==> config.mk <==
export PLATFORM = sky130hd
export DESIGN_NAME = window_3_3_ctrl
export DESIGN_NICKNAME = d
export VERILOG_FILES = /design/src/rtl/window_3_3_ctrl_pkg.sv /design/src/rtl/window_pos_cnt.sv /design/src/rtl/window_3_3_ctrl.sv
export SDC_FILE = /design/constraint.sdc
export NUM_CORES = 1
export LEC_CHECK = 0
export ABC_AREA = 1
export BUFFER_PORTS_ARGS = -buffer_cell sky130_fd_sc_hd__buf_2
export CORE_ASPECT_RATIO = 0.6
export CORE_MARGIN = 1
export CORE_UTILIZATION = 50
export DETAILED_ROUTE_END_ITERATION = 12
export GPL_TIMING_DRIVEN = 0
export PLACE_DENSITY_LB_ADDON = 0.2
export SLEW_MARGIN = 10
export SYNTH_ARGS = -nofsm -noshare
export SYNTH_HDL_FRONTEND = slang
export SYNTH_SLANG_ARGS = --single-unit
==> constraint.sdc <==
create_clock -name iclk -period 2.5 [get_ports iclk]
set_clock_uncertainty 0.2 [all_clocks]
set_input_delay 0.125 -clock iclk [delete_from_list [all_inputs] [get_ports iclk]]
set_output_delay 0.125 -clock iclk [all_outputs]
set_load 0.01 [all_outputs]
==> src/rtl/window_3_3_ctrl_pkg.sv <==
// Shared tap indices, border masks and sequencer state encoding for the
// 3x3 window frame controller.
package window_3_3_ctrl_pkg;

    localparam int TAP11 = 8;
    localparam int TAP12 = 7;
    localparam int TAP13 = 6;
    localparam int TAP21 = 5;
    localparam int TAP22 = 4;
    localparam int TAP23 = 3;
    localparam int TAP31 = 2;
    localparam int TAP32 = 1;
    localparam int TAP33 = 0;

    // Taps that fall outside the image on each border.
    localparam logic [8:0] MASK_TOP   = 9'h1C0;
    localparam logic [8:0] MASK_BOT   = 9'h007;
    localparam logic [8:0] MASK_LEFT  = 9'h124;
    localparam logic [8:0] MASK_RIGHT = 9'h049;

    typedef enum logic [1:0] {
        IDLE   = 2'd0,
        ACTIVE = 2'd1,
        DRAIN  = 2'd2
    } state_t;

    function automatic logic [8:0] border_mask(input logic top, input logic bot,
                                               input logic left, input logic right);
        logic [8:0] m;
        m = 9'h1FF;
        if (top)   m = m & ~MASK_TOP;
        if (bot)   m = m & ~MASK_BOT;
        if (left)  m = m & ~MASK_LEFT;
        if (right) m = m & ~MASK_RIGHT;
        return m;
    endfunction

endpackage

==> src/rtl/window_pos_cnt.sv <==
// Wrapping column/row position counter; load returns to (0,0) and wins over en.
module window_pos_cnt #(
    parameter int COLS  = 720,
    parameter int ROWS  = 576,
    parameter int COL_W = 11,
    parameter int ROW_W = 10
) (
    input  logic             clk,
    input  logic             rst_n,
    input  logic             en,
    input  logic             load,
    output logic [COL_W-1:0] col,
    output logic [ROW_W-1:0] row,
    output logic             last
);

    localparam logic [COL_W-1:0] COL_MAX = COL_W'(COLS - 1);
    localparam logic [ROW_W-1:0] ROW_MAX = ROW_W'(ROWS - 1);

    always_ff @(posedge clk or negedge rst_n) begin
        if (!rst_n) begin
            col <= '0;
            row <= '0;
        end else if (load) begin
            col <= '0;
            row <= '0;
        end else if (en) begin
            if (col == COL_MAX) begin
                col <= '0;
                row <= (row == ROW_MAX) ? '0 : row + ROW_W'(1);
            end else begin
                col <= col + COL_W'(1);
            end
        end
    end

    assign last = (col == COL_MAX) && (row == ROW_MAX);

endmodule

==> src/rtl/window_3_3_ctrl.sv <==
// Frame sequencer and border controller beside the 3x3 window generator:
// tracks the centre pixel, masks/pads border taps, flags frame end and errors.
module window_3_3_ctrl
    import window_3_3_ctrl_pkg::*;
#(
    parameter int IMG_W    = 720,
    parameter int IMG_H    = 576,
    parameter int PERIOD_X = 864,
    parameter int PAD_ZERO = 1
) (
    input  logic        iclk,
    input  logic        rst_i,
    input  logic        ifs,
    input  logic        ivalid,
    input  logic        wvalid,
    input  logic [71:0] wdata,
    output logic        ovalid,
    output logic [71:0] odata_3_3,
    output logic [8:0]  omask,
    output logic [10:0] ocol,
    output logic [9:0]  orow,
    output logic        oframe_done,
    output logic        oerr,
    output logic        obusy
);

    localparam int IN_W = $clog2(IMG_W * IMG_H + 1);
    localparam int DR_W = $clog2(2 * PERIOD_X + 1);
    localparam logic [IN_W-1:0] FRAME_PIX = IN_W'(IMG_W * IMG_H);
    localparam logic [DR_W-1:0] DRAIN_MAX = DR_W'(2 * PERIOD_X);
    localparam logic [10:0]     COL_LAST  = 11'(IMG_W - 1);
    localparam logic [9:0]      ROW_LAST  = 10'(IMG_H - 1);

    state_t          state;
    logic [IN_W-1:0] in_cnt;
    logic [DR_W-1:0] drain_cnt;
    logic [DR_W-1:0] drain_nxt;
    logic [10:0]     pos_col;
    logic [9:0]      pos_row;
    logic            pos_last;
    logic            centre_hit;
    logic            frame_last;
    logic            pos_load;
    logic [8:0]      mask;
    logic [71:0]     padded;

    assign centre_hit = wvalid && (state != IDLE);
    assign frame_last = centre_hit && pos_last && (state == DRAIN);
    assign pos_load   = (state == IDLE) ? (ifs && ivalid) : ifs;
    assign drain_nxt  = drain_cnt + DR_W'(1);

    window_pos_cnt #(
        .COLS  (IMG_W),
        .ROWS  (IMG_H),
        .COL_W (11),
        .ROW_W (10)
    ) u_centre (
        .clk   (iclk),
        .rst_n (rst_i),
        .en    (centre_hit),
        .load  (pos_load),
        .col   (pos_col),
        .row   (pos_row),
        .last  (pos_last)
    );

    always_comb begin
        mask   = border_mask(pos_row == 10'd0, pos_row == ROW_LAST,
                             pos_col == 11'd0, pos_col == COL_LAST);
        padded = wdata;
        for (int k = 0; k < 9; k++) begin
            if ((PAD_ZERO != 0) && !mask[k]) padded[k*8 +: 8] = 8'h00;
        end
    end

    always_ff @(posedge iclk or negedge rst_i) begin
        if (!rst_i) begin
            state       <= IDLE;
            in_cnt      <= '0;
            drain_cnt   <= '0;
            ovalid      <= 1'b0;
            odata_3_3   <= '0;
            omask       <= '0;
            ocol        <= '0;
            orow        <= '0;
            oframe_done <= 1'b0;
            oerr        <= 1'b0;
            obusy       <= 1'b0;
        end else begin
            oframe_done <= 1'b0;
            oerr        <= 1'b0;
            ovalid      <= centre_hit;
            if (centre_hit) begin
                ocol      <= pos_col;
                orow      <= pos_row;
                omask     <= mask;
                odata_3_3 <= padded;
            end

            case (state)
                IDLE: begin
                    if (ifs && ivalid) begin
                        state  <= ACTIVE;
                        obusy  <= 1'b1;
                        in_cnt <= IN_W'(1);
                    end
                end
                ACTIVE: begin
                    if (ifs) begin
                        oerr   <= 1'b1;
                        in_cnt <= ivalid ? IN_W'(1) : '0;
                    end else if (ivalid) begin
                        in_cnt <= in_cnt + IN_W'(1);
                        if (in_cnt + IN_W'(1) == FRAME_PIX) begin
                            state     <= DRAIN;
                            drain_cnt <= '0;
                        end
                    end
                end
                DRAIN: begin
                    drain_cnt <= drain_nxt;
                    // An ifs landing on the last centre pixel is a clean back-to-back frame.
                    if (ifs) begin
                        oframe_done <= frame_last;
                        oerr        <= !frame_last;
                        state       <= ACTIVE;
                        in_cnt      <= ivalid ? IN_W'(1) : '0;
                        drain_cnt   <= '0;
                    end else if (frame_last) begin
                        oframe_done <= 1'b1;
                        oerr        <= ivalid;
                        state       <= IDLE;
                        obusy       <= 1'b0;
                        in_cnt      <= '0;
                        drain_cnt   <= '0;
                    end else if (drain_nxt == DRAIN_MAX) begin
                        oerr      <= 1'b1;
                        state     <= IDLE;
                        obusy     <= 1'b0;
                        in_cnt    <= '0;
                        drain_cnt <= '0;
                    end else if (ivalid) begin
                        oerr <= 1'b1;
                    end
                end
                default: begin
                    state <= IDLE;
                    obusy <= 1'b0;
                end
            endcase
        end
    end

endmodule

; ---- Word level (Yosys, flattened, before mapping)
; Index checks and enable logic that the tools add are counted.
[word_totals]
regBits = 159
input_bits = 77
output_inout_bits = 106
elab_cells = 109
[classes]
add_sub_neg = 4
n_eq_ne = 14
n_mux = 58
n_bitwise = 1
reduce_logical = 19
[ops]
columns = op, n
row1 = $mux 19, 6
row2 = $mux 11, 9
row3 = $mux 8, 9
row4 = $pmux 19 s3, 1
row5 = $mux 10, 4
row6 = $add 11x1->11 const B, 2
row7 = $pmux 11 s2, 1
row8 = $add 19x1->19 const B, 1
row9 = $eq 19x19->1 const B, 1
row10 = $mux 9, 2
row11 = $mux 1, 14
row12 = $mux 2, 7
row13 = $reduce_and 4->1, 3
row14 = $eq 11x10->1 const B, 1
row15 = $eq 11x11->1 const B, 1
row16 = $logic_not 11->1, 1
row17 = $add 10x1->10 const B, 1
row18 = $eq 10x10->1 const B, 1
row19 = $logic_not 10->1, 1
row20 = $ne 2x2->1 const B, 4
row21 = $reduce_bool 2->1, 4
row22 = $mux 7, 1
row23 = $pmux 2 s3, 1
row24 = $logic_and 1x1->1, 5
row25 = 15 further kinds, 15

; ---- Depth between registers and ports, before layout
[logic_depth]
ltp_word = 7
mapped_depth = 16
ltp_nobuf = 15

; ---- By module
; From an unflattened synthesis, not the netlist that was laid out.
[unflattened]
hier_cells = 1022
area_unflattened_um2 = 7981.4
[by_module_without_submodules]
columns = module, n_inst, cells_each, area_per_inst_um2, seq_area_each_um2
row1 = window_3_3_ctrl, 1, 845, 6701.4, 3453.3
row2 = window_pos_cnt, 1, 177, 1280.0, 525.5

; ---- Worst setup path after synthesis
; Ideal clock, no wire load.
[synth_timing]
path_type = register to register
start = register drain_cnt[0]
end = register in_cnt[6]
setup_time_ns = 0.118
arrival_ns = 1.848
required_time_ns = 2.182
setup_slack_ns = 0.334
path_stages_with_launch = 15
n_path_buf = 2
synth_period_minus_slack_ns = 2.166
path_cell_list = dfrtp_1 > ha_1 > nand3_2 > nor2_4 > nand2_1 > nand2_1 > nand2_2 > nor2_4 > nand3_4 > nand2_4 > nand4_2 > buf_6 > buf_6 > nand2_1 > o21ai_2
[synth_between]
elab_chain_cells = 4
[synth_lines]
columns = item, line
row1 = from (decl), window_3_3_ctrl.sv:36  ; logic [DR_W-1:0] drain_cnt;
row2 = from (signal assigned), window_3_3_ctrl.sv:121  ; drain_cnt <= drain_nxt;
row3 = $add 11x1->11, window_3_3_ctrl.sv:50  ; assign drain_nxt = drain_cnt + DR_W'(1);
row4 = $eq 11x11->1, window_3_3_ctrl.sv:136  ; end else if (drain_nxt == DRAIN_MAX) begin
row5 = $ne 4x3->1 (no line), n/a
row6 = $reduce_and 4->1 (no line), n/a
row7 = to (signal assigned), window_3_3_ctrl.sv:111  ; in_cnt <= ivalid ? IN_W'(1) : '0;
row8 = to (signal assigned), window_3_3_ctrl.sv:113  ; in_cnt <= in_cnt + IN_W'(1);
row9 = to (signal assigned), window_3_3_ctrl.sv:127  ; in_cnt <= ivalid ? IN_W'(1) : '0;
row10 = to (decl), window_3_3_ctrl.sv:35  ; logic [IN_W-1:0] in_cnt;
; Every way passes these cells.
; A chain may end at the register's enable or synchronous reset.

; ---- Worst setup path after layout
[layout_timing]
start = register u_centre.row[1]
end = register in_cnt[7]
[layout_between]
elab_chain_cells = 7
elab_cells_between_ends = 9
cone_classes = eq/ne (2) / mux (3) / reduce/logical (4)
[layout_lines]
columns = item, line
row1 = from (decl), window_pos_cnt.sv:13  ; output logic [ROW_W-1:0] row,
row2 = from (signal assigned), window_pos_cnt.sv:30  ; row <= (row == ROW_MAX) ? '0 : row + ROW_W'(1);
row3 = $eq 10x10->1 (*), window_pos_cnt.sv:37  ; assign last = (col == COL_MAX) && (row == ROW_MAX);
row4 = $logic_and 1x1->1 (*), window_pos_cnt.sv:37
row5 = $logic_and 1x1->1 (*) (2 in a row), window_3_3_ctrl.sv:48  ; assign frame_last = centre_hit && pos_last && (state == DRAIN);
row6 = $mux 19, window_3_3_ctrl.sv:129  ; end else if (frame_last) begin
row7 = $mux 19, window_3_3_ctrl.sv:123  ; if (ifs) begin
row8 = $pmux 19 s3, window_3_3_ctrl.sv:100  ; case (state)
; Mark *: on every way between the ends. The rest lies on a longest branch, timed or not.

==> out/summary.txt <==
NumNets Final: 1312
Core area: 14600 sq um
Clk_lat worst skew: 0.42 ns
Crit start category: flip-flop
Largest net degree at the start of global routing: 81
Post-synth net total: 1015
CTS tree: built
Crit path time final: 2.44 ns
Place WS: -0.235 ns
Row count: 34
Pwr per Cell Area: 972 nW/um^2
Pre-antenna DRT Iters: 5
VDD IR max: 0.553 mV
Vias in the first global route: 6876
Actual slew at the worst max-slew pin: 0.637 ns
Status: finished, final reports clean
WHS Endpoint: u_centre.col[10]
ANT cells: 0
Top Ports: 183
WP data arrival: 2.55 ns
Crit-path slowest cell: dfrtp_1
Vias: 7348
Global-route wire length before repair: 34900 um
Die H: 97.3 um
RR Startpoint: u_centre.row[1]
Syn. warnings: 0
LEAKAGE: 0.00529 uW
DRC: 0
Share of cells above drive strength 1: 25.4%
Hold WC Path Type: primary input to flip-flop
DRT iter0 DRCs: 544
Commonest cells after routing, fill and taps aside: nand2_1 (308), buf_2 (185), dfrtp_1 (156)
Grt ovf: 0
Slew Viols, Final: 0
GRT Total Usage: 28.3%
Crit-path cells: buf_6 -> ha_2 -> nand2_2 -> nor2_4 -> nand3_4 -> nor2_4 -> nand2_4 -> nor2_4 -> nor2_4 -> nand2_4 -> nand4_4 -> buf_8 -> clkbuf_16 -> nand2_1 -> o21ai_2
Non-Filler Instances: 1436
Seq/Total Area, Yosys: 52.5%
Critical setup path kind: flip-flop to flip-flop
Synth unique cells: 39
Worst Min Path Start: wvalid
Most used cell along the critical path: nor2_4
Area of the mapped netlist: 7570 sq um
DP Wirelength: 14200 um
Die X: 161 um
Area growth from synthesis to layout: 37.6%
Unrepaired setup endpoints after global routing: yes
R2r setup slk: 0.06 ns
Worst path required time: 2.61 ns
Reg clk slew, reported paths: 0.07 ns
Commonest non-fill, non-tap cell in the layout: nand2_1
Wirelength per Cell: 15.0 um
TritonCTS Buffers: 17
FF-to-FF path depth: 15
H-tree Lvls: 4
Yosys top cell area share: 52.5%
Slew HR: 57.6%
Buffers on Ports: 182
Placer Congestion: 0.885
Routed WL: 21500 um
RR Endpoint: in_cnt[7]
Slowest stage delay, CP: 0.38 ns
Syn avg cell area: 8.16 sq um
Placed Cells: 1309
DIE AREA: 15700 sq um
Register bit count reported by yosys: 159
Max_cap viols: 0
Worst-case clock buffer depth: 2
Hold Path Cell Cnt: 4
Final setup viols: 0
Clock tree sinks: 159
Ranking of synthesized cells by area: dfrtp_1 (53%), nand2_1 (16%), nand3_1 (4.6%)
Final ANT Viol Nets: 0
Gate count after technology mapping: 928
Root Driver: clkbuf_16
Final Hold Fails: 0
Maximum clock rate: 410 MHz
Yosys top cell by area: dfrtp_1
Fin Hold WS: 0.0211 ns
Period utilization: 97.6%
Crit end category: flip-flop
Final setup TNS: 0 ns
Final WS setup: 0.0601 ns
Initial Util: 51.8%
Initial antenna violation count: 0
Crit Path Max Fanout: 7
Vias per cell: 5.12
[worst max-delay path, delay by kind of cell, from the launching register on]
kind                     cells  cell delay, ns
AND/OR/NAND/NOR             10            1.09
AO/OA/AOI/OAI                1            0.05
buffers and inverters        3            0.43
flip-flops                   1            0.38
adder cells (fa/ha/maj)      1            0.18
[area by class of cell]
| class | count | area (sq um) |
|---|---|---|
| buffer | 29 | 156 |
| fill | 1124 | 4210 |
| clock inverter | 13 | 106 |
| sequential | 159 | 3980 |
| inverter | 96 | 363 |
| clock buffer | 19 | 443 |
| multi-input combinational | 643 | 3240 |
| timing repair buffer | 279 | 1880 |
| tap | 198 | 248 |
[cell usage after synthesis]
cell / instances
nor4_1: 4
nor2_2: 7
a221oi_1: 1
buf_1: 4
nor2_1: 56
a211oi_1: 1
buf_2: 5
a22oi_1: 2
buf_8: 1
nand2_1: 314
o21a_1: 2
o21ai_1: 12
nand3_1: 69
or2_2: 2
nand3b_1: 7
xor2_1: 5
nor2_4: 5
o32ai_1: 1
ha_1: 10
nand3_4: 1
o21ai_0: 67
buf_4: 1
nor3_1: 13
nand2_2: 8
buf_6: 2
nand2_4: 1
a21boi_0: 1
clkbuf_1: 17
nand4_1: 16
inv_1: 88
dfrtp_1: 159
a22o_1: 8
a21oi_1: 13
o21ai_2: 10
o21bai_1: 2
inv_2: 5
clkinv_1: 3
nand4_2: 1
nand3_2: 4
[worst max-delay path by stage]
stage                    startpoint              end  slack, ns  cells past startpoint
global route        u_centre.row[1]       in_cnt[15]      -0.05                     15
global placement              rst_i    odata_3_3[53]      -1.29                      1
detailed placement         state[0]  u_centre.col[8]      -0.23                      9
floorplan              drain_cnt[0]        in_cnt[6]       0.33                     14
CTS                        state[0]  u_centre.row[7]      0.004                      9
finish              u_centre.row[1]        in_cnt[7]       0.06                     15
[layer usage]
layer	up-vias	share of wire [%]	GRT usage (%)
met5	-	0	0
met4	0	1.3	7.98
met3	19	7.7	5.68
met2	284	42	40.2
met1	3474	49	43.5
li1	3571	-	-
[state kept, by name, indices dropped and copies added, names as in the netlist]
register	count
u_centre.col	11
ovalid	1
u_centre.row	10
obusy	1
state	2
in_cnt	19
drain_cnt	11
omask	9
oerr	1
orow	10
ocol	11
oframe_done	1
odata_3_3	72
[where the power goes]
group / switching (uW) / internal, uW / total [uW]
sequential: 455 / 3320 / 3770
clock: 1120 / 1320 / 2440
combinational: 2450 / 1470 / 3920
total: 4030 / 6100 / 10100
[repair_timing]
action / in CTS / in global routing
resized for setup: 8 / 39
hold endpoints to repair: 157 / 0
setup buffers: 1 / 19
hold buffers: 75 / 0
pin swaps: 1 / 9
gates cloned: 0 / 1
setup endpoints to repair: 61 / 63
[kinds of logic after synthesis]
kind of cell / share of synthesized area (%)
adders and majority gates: 1.65
and+or+nand+nor: 29.3
xor gates and xnor gates: 0.578
buffers and inverters: 6.72
DFF: 52.5
AOI/OAI and AO/OA: 9.19
[per-stage QoR]
| stage | total power, uW | area [sq um] | utilization [%] |
|---|---|---|---|
| floorplan | 5800 | 7570 | - |
| global placement | 7190 | 8730 | 59.7 |
| detailed placement | 7280 | 8770 | 59.9 |
| CTS | 9840 | 10100 | 69.0 |
| global route | 10800 | 10400 | 71.2 |
| finish | 10100 | 10400 | 71.2 |
Power figures use the tool's default switching activity.
